--- src/rtl/fp_alu_sequencer.sv ---
// Issue/capture stage in front of the combinational FP ALU.
// Queues requests, holds ALU inputs for a settle time, then captures and classifies.
module fp_alu_sequencer #(
  parameter int DEPTH  = 4,
  parameter int SETTLE = 2
) (
  input  logic                       clk,
  input  logic                       rst_n,
  input  logic                       in_valid,
  output logic                       in_ready,
  input  logic [31:0]                in_a,
  input  logic [31:0]                in_b,
  input  logic [1:0]                 in_op,
  output logic [31:0]                alu_a,
  output logic [31:0]                alu_b,
  output logic [1:0]                 alu_opcode,
  input  logic [31:0]                alu_result,
  output logic                       out_valid,
  input  logic                       out_ready,
  output logic [31:0]                out_result,
  output logic [3:0]                 out_flags,
  output logic [$clog2(DEPTH):0]     count,
  output logic                       busy
);
  localparam int AW = $clog2(DEPTH);
  localparam int CW = (SETTLE > 1) ? $clog2(SETTLE) : 1;

  typedef enum logic [1:0] {
    S_IDLE,
    S_WAIT,
    S_DONE
  } state_t;

  typedef struct packed {
    logic [31:0] a;
    logic [31:0] b;
    logic [1:0]  op;
  } req_t;

  req_t          r_mem [DEPTH];
  logic [AW-1:0] r_wp;
  logic [AW-1:0] r_rp;
  logic [AW:0]   r_count;
  state_t        r_state;
  logic [CW-1:0] r_cnt;

  logic          w_push;
  logic          w_pop;
  req_t          w_head;
  logic [7:0]    w_exp;
  logic [22:0]   w_man;
  logic          w_illegal;
  logic [3:0]    w_flags;

  assign w_head   = r_mem[r_rp];
  // DEPTH is a power of two, so the count MSB alone marks full
  assign in_ready = rst_n & ~r_count[AW];
  assign w_push   = in_valid & in_ready;
  assign w_pop    = (r_count != '0) &
                    ((r_state == S_IDLE) |
                     ((r_state == S_DONE) & out_ready));

  assign w_exp     = alu_result[30:23];
  assign w_man     = alu_result[22:0];
  assign w_illegal = (alu_opcode == 2'b11);

  always_comb begin
    w_flags = 4'b0000;
    unique case (1'b1)
      w_illegal: w_flags = 4'b1001;
      default: begin
        w_flags[2] = (w_exp == 8'hFF) & (w_man != '0);
        w_flags[1] = (w_exp == 8'hFF) & (w_man == '0);
        w_flags[0] = (w_exp == 8'h00) & (w_man == '0);
      end
    endcase
  end

  always_ff @(posedge clk) begin
    if (w_push) r_mem[r_wp] <= '{a: in_a, b: in_b, op: in_op};
  end

  always_ff @(posedge clk) begin
    if (!rst_n) begin
      r_wp       <= '0;
      r_rp       <= '0;
      r_count    <= '0;
      r_state    <= S_IDLE;
      r_cnt      <= '0;
      alu_a      <= '0;
      alu_b      <= '0;
      alu_opcode <= 2'b00;
      out_valid  <= 1'b0;
      out_result <= '0;
      out_flags  <= '0;
    end else begin
      if (w_push) r_wp <= r_wp + AW'(1);
      if (w_pop) r_rp <= r_rp + AW'(1);
      r_count <= r_count + (AW+1)'(w_push) - (AW+1)'(w_pop);
      if (w_pop) begin
        alu_a      <= w_head.a;
        alu_b      <= w_head.b;
        alu_opcode <= w_head.op;
        r_cnt      <= CW'(SETTLE - 1);
      end
      unique case (r_state)
        S_IDLE: begin
          if (w_pop) r_state <= S_WAIT;
        end
        S_WAIT: begin
          if (r_cnt != '0) begin
            r_cnt <= r_cnt - CW'(1);
          end else begin
            out_result <= w_illegal ? 32'h0 : alu_result;
            out_flags  <= w_flags;
            out_valid  <= 1'b1;
            r_state    <= S_DONE;
          end
        end
        S_DONE: begin
          if (out_ready) begin
            out_valid <= 1'b0;
            r_state   <= w_pop ? S_WAIT : S_IDLE;
          end
        end
        default: r_state <= S_IDLE;
      endcase
    end
  end

  assign count = r_count;
  assign busy  = (r_state != S_IDLE) | (r_count != '0);
endmodule

--- config.mk ---
export PLATFORM = sky130hd
export DESIGN_NAME = fp_alu_sequencer
export DESIGN_NICKNAME = d
export VERILOG_FILES = /design/src/rtl/fp_alu_sequencer.sv
export SDC_FILE = /design/constraint.sdc
export NUM_CORES = 1
export LEC_CHECK = 0
export ABC_AREA = 1
export CAP_MARGIN = 20
export CELL_PAD_IN_SITES_DETAIL_PLACEMENT = 0
export CELL_PAD_IN_SITES_GLOBAL_PLACEMENT = 1
export CORE_ASPECT_RATIO = 0.7
export CORE_UTILIZATION = 43
export CTS_CLUSTER_DIAMETER = 200
export DETAILED_ROUTE_END_ITERATION = 6
export GPL_TIMING_DRIVEN = 0
export HOLD_SLACK_MARGIN = 0.03
export PLACE_DENSITY_LB_ADDON = 0.1
export SLEW_MARGIN = 20
export SYNTH_ARGS = -nofsm -noshare
export SYNTH_HDL_FRONTEND = slang
export SYNTH_SLANG_ARGS = --single-unit
--- constraint.sdc ---
create_clock -name clk -period 7.35 [get_ports clk]
set_clock_uncertainty 0.15 [all_clocks]
set_input_delay 2.205 -clock clk [delete_from_list [all_inputs] [get_ports clk]]
set_output_delay 2.205 -clock clk [all_outputs]
set_load 0.01 [all_outputs]
==> qor.csv, run 1 <==
stage,metric,value,unit
setup_path,CP Cell Sequence,"clkdlybuf4s50_1, inv_1, nor2_1, clkdlybuf4s50_1",
global_route,first-pass GRT wire length,54700,microns
setup_path,CP max FO,5,
synth,post-synth top area share,56.2,%
synth,Post-Synth Simple-Gate Area,10.9,%
timing,Final Cycle Share,79.5,%
timing,"Slew Viols, Final",0,
synth,Yosys top cell by area,edfxtp_1,
cells_and_area,"Cell Count, Final, Fillers Out",1912,
cells_and_area,Area Overhead vs Synth,30.6,%
synth,"Cell Area, Synth",14100,sq um
clock_tree,CTS Root Cell,clkbuf_16,
setup_path,WP buf/inv,3,
clock_tree,clk slew on worst S/H paths,0.06,ns
synth,Yosys warnings,0,
global_route,grt total ovfl,0,
global_route,maximum number of pins on one net before global-route repair,23,
synth,Synth area leaders,"edfxtp_1 56%, dfxtp_1 16%, nor2_1 7.9%",
synth,Synth Area in Compound Gates,12.1,%
synth,library cells used by synthesis,29,
status,outcome,finished clean,
synth,Mapped Avg Cell Area,11.8,sq um
power_and_ir_drop,LEAKAGE,6.35,nW
power_and_ir_drop,Comb pwr share,32.2,%
setup_path,crit path capture type,primary output,
power_and_ir_drop,PwrDens,377,nW/um^2
clock_tree,maximum root-to-sink buffer count,3,
setup_path,worst path required time,4.99,ns
timing,final hold violations,0,
synth,Adder-Cell Fraction of Synth Area,0.674,%
setup_path,Worst EP arrival,3.49,ns
timing,Finish-stage setup viols,0,
route,total wire length,35500,microns
timing,Max Freq,0.171,GHz
power_and_ir_drop,maximum VDD drop,0.196,mV
floorplanning,Core ar.,32300,sq um
route,routed len/inst,18.6,microns
power_and_ir_drop,Power Total,6.95,mW
min_path,Min-Delay Path Class,reg2reg,
floorplanning,Die X-Extent,219,microns
synth,main combinational cell family by area after synthesis,compound AO/OA/AOI/OAI gates,
timing,Final Critical Period,5.85,ns
timing,unrepaired setup endpoints after global routing,false,
synth,Synth Instances,1192,
route,Initial DRC Count,614,
global_route,GRT Total Usage,21.3,%
global_route,antenna violations before repair,2,
timing,Worst-Margin Slew,0.698,ns
route,vias per cell,5.05,
synth,Yosys reg bits,377,
clock_tree,setup bufs post-CTS,0,
setup_path,cell family with most CP delay,buffers and inverters,
synth,syn nets,1301,
job,max cap viols,0,
cells_and_area,share of layout cells above drive strength 1,10.7,%
route,DRC viols,0,
placed_design,placement-stage cell area,17100,sq um
floorplanning,Starting Density,43.7,%
placed_design,HPWL after DPL,23500,microns
setup_path,Slowest cell on crit path,clkdlybuf4s50_1,
floorplanning,die area,33600,sq um
placed_design,input/output buffers,209,
synth,post-synthesis sequential area ratio,72.2,%
clock_tree,TritonCTS buffer count,38,
power_and_ir_drop,internal power,4.71,mW
power_and_ir_drop,Seq pwr share,38.5,%
setup_path,Worst path max stage delay,0.55,ns
route,via count,9665,
placed_design,RePlAce Congestion,0.766,
cells_and_area,Final Net Count,1563,
timing,slew margin rel.,53.4,%
floorplanning,I/O pin count,210,
floorplanning,row cnt,55,
route,"antenna viol nets, final",0,
route,First-pass DRT Iterations,5,
power_and_ir_drop,P_sw,2.24,mW
clock_tree,CTS Sinks,377,
clock_tree,post-cts sizing count,0,
clock_tree,H-tree depth,2,
floorplanning,die span in y,154,microns
synth,Post-Synth XOR/XNOR Area,0.0621,%
setup_path,critical path class,in2out,
setup_path,Worst setup SP type,input pin,
setup_path,Crit path top cell by count,clkdlybuf4s50_1,
clock_tree,CTS tree,done,
clock_tree,hold_buf cts,0,
clock_tree,Clock Latency Late Sink,0.53,ns
power_and_ir_drop,Clk pwr share,29.4,%
global_route,vias in the first global route,9434,
placed_design,placed cells,1841,
cells_and_area,Final Cell Area,18400,sq um
power_and_ir_drop,Switching Share,32.2,%
synth,post-synthesis mux area share,0,%
[cells in the final DEF (no fill, tap or decap)]
cell / instances
buf_4: 5
edfxtp_1: 264
buf_16: 10
buf_2: 24
a21oi_1: 30
o21ai_1: 33
o31ai_1: 1
buf_12: 6
clkbuf_2: 8
clkinv_2: 4
clkbuf_8: 3
clkbuf_16: 39
o21ai_0: 171
clkinvlp_4: 2
clkdlybuf4s50_1: 209
o22ai_1: 66
clkinv_1: 4
a21oi_2: 13
nand3_1: 3
nand2_1: 77
bufinv_16: 7
inv_6: 3
buf_6: 12
fa_1: 1
nor2_4: 5
diode_2: 2
buf_1: 2
inv_1: 16
dfxtp_1: 113
a211oi_1: 1
nand4_1: 2
xnor2_1: 1
inv_2: 5
nand2_4: 1
nor2_1: 294
clkbuf_1: 30
nand2_2: 12
ha_1: 6
[cells in the mapped netlist (all sizes together)]
| library cell | instances |
|---|---|
| nand4 | 2 |
| ha | 6 |
| o31ai | 1 |
| o22ai | 66 |
| nor2 | 299 |
| dfxtp | 113 |
| fa | 1 |
| nand2 | 90 |
| a21oi | 43 |
| clkbuf | 29 |
| xnor2 | 1 |
| edfxtp | 264 |
| nand3 | 3 |
| inv | 23 |
| o21ai | 204 |
| buf | 46 |
| a211oi | 1 |
[final timing paths]
check | startpoint | to | slack [ns] | depth (start not counted)
min reg2reg | out_flags[1] | out_flags[1] | 0.31 | 2
min | out_flags[1] | out_flags[1] | 0.31 | 2
max reg2reg | count[1] | count[2] | 4.56 | 13
max | rst_n | in_ready | 1.50 | 4
[power by group through the flow]
stage | Sequential, mW | Combinational [mW] | Clock [mW]
after floorplan | 2.79 | 1.18 | 0
after global placement | 2.73 | 2.21 | 0
after detailed placement | 2.71 | 2.26 | 0
after CTS | 2.67 | 2.27 | 2.08
after global routing | 2.70 | 2.47 | 2.17
final | 2.67 | 2.23 | 2.04
[flip-flops by register name, summed over array words and instances, names as in the netlist]
name        count
alu_opcode      2
r_state         2
r_rp            2
r_mem         264
alu_a          32
out_valid       1
r_cnt           1
count           3
alu_b          32
out_result     32
out_flags       4
r_wp            2
[through the flow]
stage	setup TNS (ns)	utilization, %	hold slack (ns)	setup slack (ns)
after floorplan	0	-	0.338	1.24
after global placement	-444.05	51.9	0.302	-1.81
after detailed placement	0	53.0	0.305	1.51
after CTS	0	57.1	0.315	1.50
after global routing	0	57.1	0.331	1.41
final	0	57.1	0.312	1.50
[area by class of cell]
type                    instances  area (sq um)
inverters                      23          96.3
plain buffers                  75           479
repair buffers                222          2430
diodes                          2          5.00
fillers                      2724         13800
multi-input cells             717          3380
clock inverters                18           269
well taps                     427           534
flip-flops and latches        377         10200
clock buffers                  51          1050
[tightest hold or removal path: stages (launching register included)]
cell	delay (ns)
dfxtp_1	0.31
nand2_1	0.06
a21oi_1	0.05
[layer usage]
metal	part of all wire, %	GRT usage (%)	vias up
met3	5.2	3.88	38
met1	48	30.7	4672
li1	-	-	4732
met2	45	33.2	223
met4	1.6	5.29	0
met5	0	0	-
[logic make-up (layout without fill, tap and decap cells)]
group / count (synthesis) / in the layout
buffers and inverters: 98 / 389
AND/OR/NAND/NOR: 394 / 394
flip-flops: 377 / 377
adder cells (fa/ha/maj): 7 / 7
other: 0 / 2
XOR/XNOR: 1 / 1
AO/OA/AOI/OAI: 315 / 315
(Power assumes the default switching activity.)
==> run 2, diff against run 1 <==
Settings changed: CORE_UTILIZATION 43 to 39.
Clock period 7.35 ns to 5.2 ns, I/O delays scaled along.
==> run 2 against run 1 <==
Compared with the run above:
- clock power increased by 26%
- sequential share of layout area rose by 0.38 points
- design area decreased by 0.68%
- core utilization fell by 5.0 points
- worst setup slack got worse by 0.90 ns
- routed wire length rose by 4.6%
- sequential power increased by 42%
- critical path depth is the same
- hold slack got worse by 0.0010 ns
- sequential cell count is the same
- die area increased by 10%
- global-route usage is 1.1 points lower
- largest power group unchanged
==> qor.csv, run 2 (synthesis gave the netlist of run 1 again) <==
stage,metric,value,unit,change
status,outcome,finished clean,,unchanged
power_and_ir_drop,Comb pwr share,33.5,%,was 32.2%
cells_and_area,"commonest non-fill, non-tap cell in the layout",nor2_1,,unchanged
setup_path,Worst Setup SP,rst_n,,unchanged
cells_and_area,Largest register FFs,264,,unchanged
route,"antenna viol nets, final",0,,unchanged
clock_tree,H-tree depth,2,,unchanged
timing,Max Freq,0.217,GHz,
route,First-pass DRT Iterations,5,,unchanged
timing,"Slew Viols, Final",0,,unchanged
cells_and_area,# diodes,0,,was 2
route,via count,9667,,was 9665
global_route,maximum number of pins on one net before global-route repair,24,,was 23
clock_tree,setup bufs post-CTS,0,,unchanged
min_path,worst hold endpoint,out_flags[1],,unchanged
global_route,antenna violations before repair,2,,unchanged
setup_path,Crit path top cell by count,clkdlybuf4s50_1,,unchanged
route,Initial DRC Count,685,,was 614
cells_and_area,share of layout cells above drive strength 1,10.4,%,was 10.7%
setup_path,WP buf/inv,3,,unchanged
power_and_ir_drop,P_sw,3.19,mW,was 2.24 mW
global_route,vias in the first global route,9533,,was 9434
timing,Worst-Margin Slew,0.737,ns,was 0.698 ns
setup_path,r2r setup slk,2.34,ns,was 4.56 ns
cells_and_area,Area Overhead vs Synth,29.7,%,was 30.6%
min_path,Worst Hold Depth,2,,unchanged
setup_path,Reg2Reg Launch Point,count[1],,unchanged
setup_path,r2r endpoint,count[2],,unchanged
power_and_ir_drop,LEAKAGE,6.28,nW,was 6.35 nW
setup_path,R2R depth,13,,unchanged
route,routed len/inst,19.0,microns,was 18.6 microns
cells_and_area,most frequent cells in the layout,"294 x nor2_1, 264 x edfxtp_1, 209 x clkdlybuf4s50_1",,unchanged
timing,unrepaired setup endpoints after global routing,false,,unchanged
global_route,grt total ovfl,0,,unchanged
cells_and_area,largest register by flop count,r_mem,,unchanged
floorplanning,Core ar.,35200,sq um,was 32300 sq um
cells_and_area,FILL cells,3109,,was 2724
floorplanning,die span in y,161,microns,was 154 microns
route,DRC viols,0,,unchanged
clock_tree,clk slew on worst S/H paths,0.06,ns,about the same
power_and_ir_drop,Switching Share,33.5,%,was 32.2%
timing,WHS,0.311,ns,was 0.312 ns
clock_tree,CTS tree,done,,unchanged
timing,slew margin rel.,50.7,%,was 53.4%
setup_path,worst path required time,3.49,ns,was 4.99 ns
placed_design,RePlAce Congestion,0.780,,was 0.766
setup_path,CP max FO,5,,unchanged
min_path,Min-Delay Path Class,reg2reg,,unchanged
clock_tree,maximum root-to-sink buffer count,3,,unchanged
timing,Final Critical Period,4.60,ns,
setup_path,crit path capture type,primary output,,unchanged
clock_tree,Clock Latency Late Sink,0.54,ns,was 0.53 ns
floorplanning,Starting Density,40.1,%,was 43.7%
timing,Finish-stage setup viols,0,,unchanged
cells_and_area,"Core Util, Final",52.1,%,was 57.1%
setup_path,Slowest cell on crit path,clkdlybuf4s50_1,,unchanged
setup_path,Worst setup SP type,input pin,,unchanged
power_and_ir_drop,maximum VDD drop,0.223,mV,was 0.196 mV
clock_tree,CTS Root Cell,clkbuf_16,,unchanged
power_and_ir_drop,Seq pwr share,39.6,%,was 38.5%
floorplanning,die area,37000,sq um,was 33600 sq um
global_route,first-pass GRT wire length,57000,microns,was 54700 microns
floorplanning,row cnt,57,,was 55
min_path,hold path startpoint,out_flags[1],,unchanged
setup_path,CP Cell Sequence,"clkdlybuf4s50_1, inv_1, nor2_1, clkdlybuf4s50_1",,unchanged
power_and_ir_drop,Clk pwr share,26.9,%,was 29.4%
setup_path,Worst EP arrival,2.89,ns,was 3.49 ns
global_route,GRT Total Usage,20.2,%,was 21.3%
route,vias per cell,4.94,,was 5.05
power_and_ir_drop,internal power,6.35,mW,was 4.71 mW
clock_tree,CTS Sinks,377,,unchanged
clock_tree,hold_buf cts,0,,unchanged
cells_and_area,Final Net Count,1563,,unchanged
power_and_ir_drop,PwrDens,521,nW/um^2,was 377 nW/um^2
setup_path,Worst path max stage delay,0.58,ns,was 0.55 ns
placed_design,input/output buffers,209,,unchanged
route,total wire length,37100,microns,was 35500 microns
floorplanning,Die X-Extent,229,microns,was 219 microns
job,max cap viols,0,,unchanged
timing,final hold violations,0,,unchanged
placed_design,HPWL after DPL,24200,microns,was 23500 microns
clock_tree,TritonCTS buffer count,38,,unchanged
clock_tree,post-cts sizing count,0,,unchanged
floorplanning,I/O pin count,210,,unchanged
setup_path,cell family with most CP delay,buffers and inverters,,unchanged
timing,Final Cycle Share,88.5,%,
setup_path,critical path class,in2out,,unchanged
==> run 2: changes by cell type in the layout (fill, tap and decap cells not counted) <==
cell,before,now
buf_12,6,7
buf_16,10,9
bufinv_16,7,0
clkbuf_1,30,36
clkbuf_8,3,5
clkinv_1,4,3
clkinv_2,4,6
clkinvlp_4,2,0
diode_2,2,0
==> run 2: routing by layer <==
layer | track usage [%] | wire length [microns]
met1 | 29.2 | 17800
met4 | 4.88 | 558
met5 | 0 | 26
met2 | 31.1 | 16600
met3 | 4.11 | 2200
==> run 2: per-stage QoR <==
stage               cells  power (mW)  instance area, sq um  TNS, ns  worst slack [ns]
finish               1955        9.54                 18300        0             0.600
global route         1955        10.1                 18300        0             0.516
floorplan            1192        5.61                 14100   -69.47            -0.263
CTS                  1955        9.65                 18300        0             0.578
global placement     1873        7.02                 16800  -887.22             -3.52
detailed placement   1886        7.07                 17200        0             0.586
==> run 2: cell type report <==
class	count	area (sq um)	area share, %
plain buffers	75	479	2.62
clock inverters	10	50.0	0.273
well taps	472	591	3.23
clock buffers	59	1100	6.01
multi-input cells	717	3380	18.5
repair buffers	222	2420	13.2
inverters	23	96.3	0.526
flip-flops and latches	377	10200	55.7
==> run 2: how the worst max path moves through the flow <==
| stage | end | cells past startpoint | slack [ns] |
|---|---|---|---|
| 2_1_floorplan | r_mem[0][0] | 4 | -0.26 |
| 3_3_place_gp | r_mem[3][25] | 5 | -3.52 |
| 4_1_cts | in_ready | 4 | 0.58 |
| 3_5_place_dp | in_ready | 4 | 0.59 |
| 6_report | in_ready | 4 | 0.60 |
| 5_1_grt | in_ready | 4 | 0.52 |
==> run 2: power by group through the flow <==
stage	clock [mW]	combinational [mW]	sequential, mW
after floorplan	0	1.67	3.94
after global placement	0	3.16	3.86
after detailed placement	0	3.22	3.84
after CTS	2.62	3.24	3.78
after global routing	2.75	3.53	3.82
final	2.57	3.19	3.78
==> run 2: tightest hold or removal path, cell delays in order (launching register included) <==
cell     delay, ns
dfxtp_1       0.31
nand2_1       0.06
a21oi_1       0.05
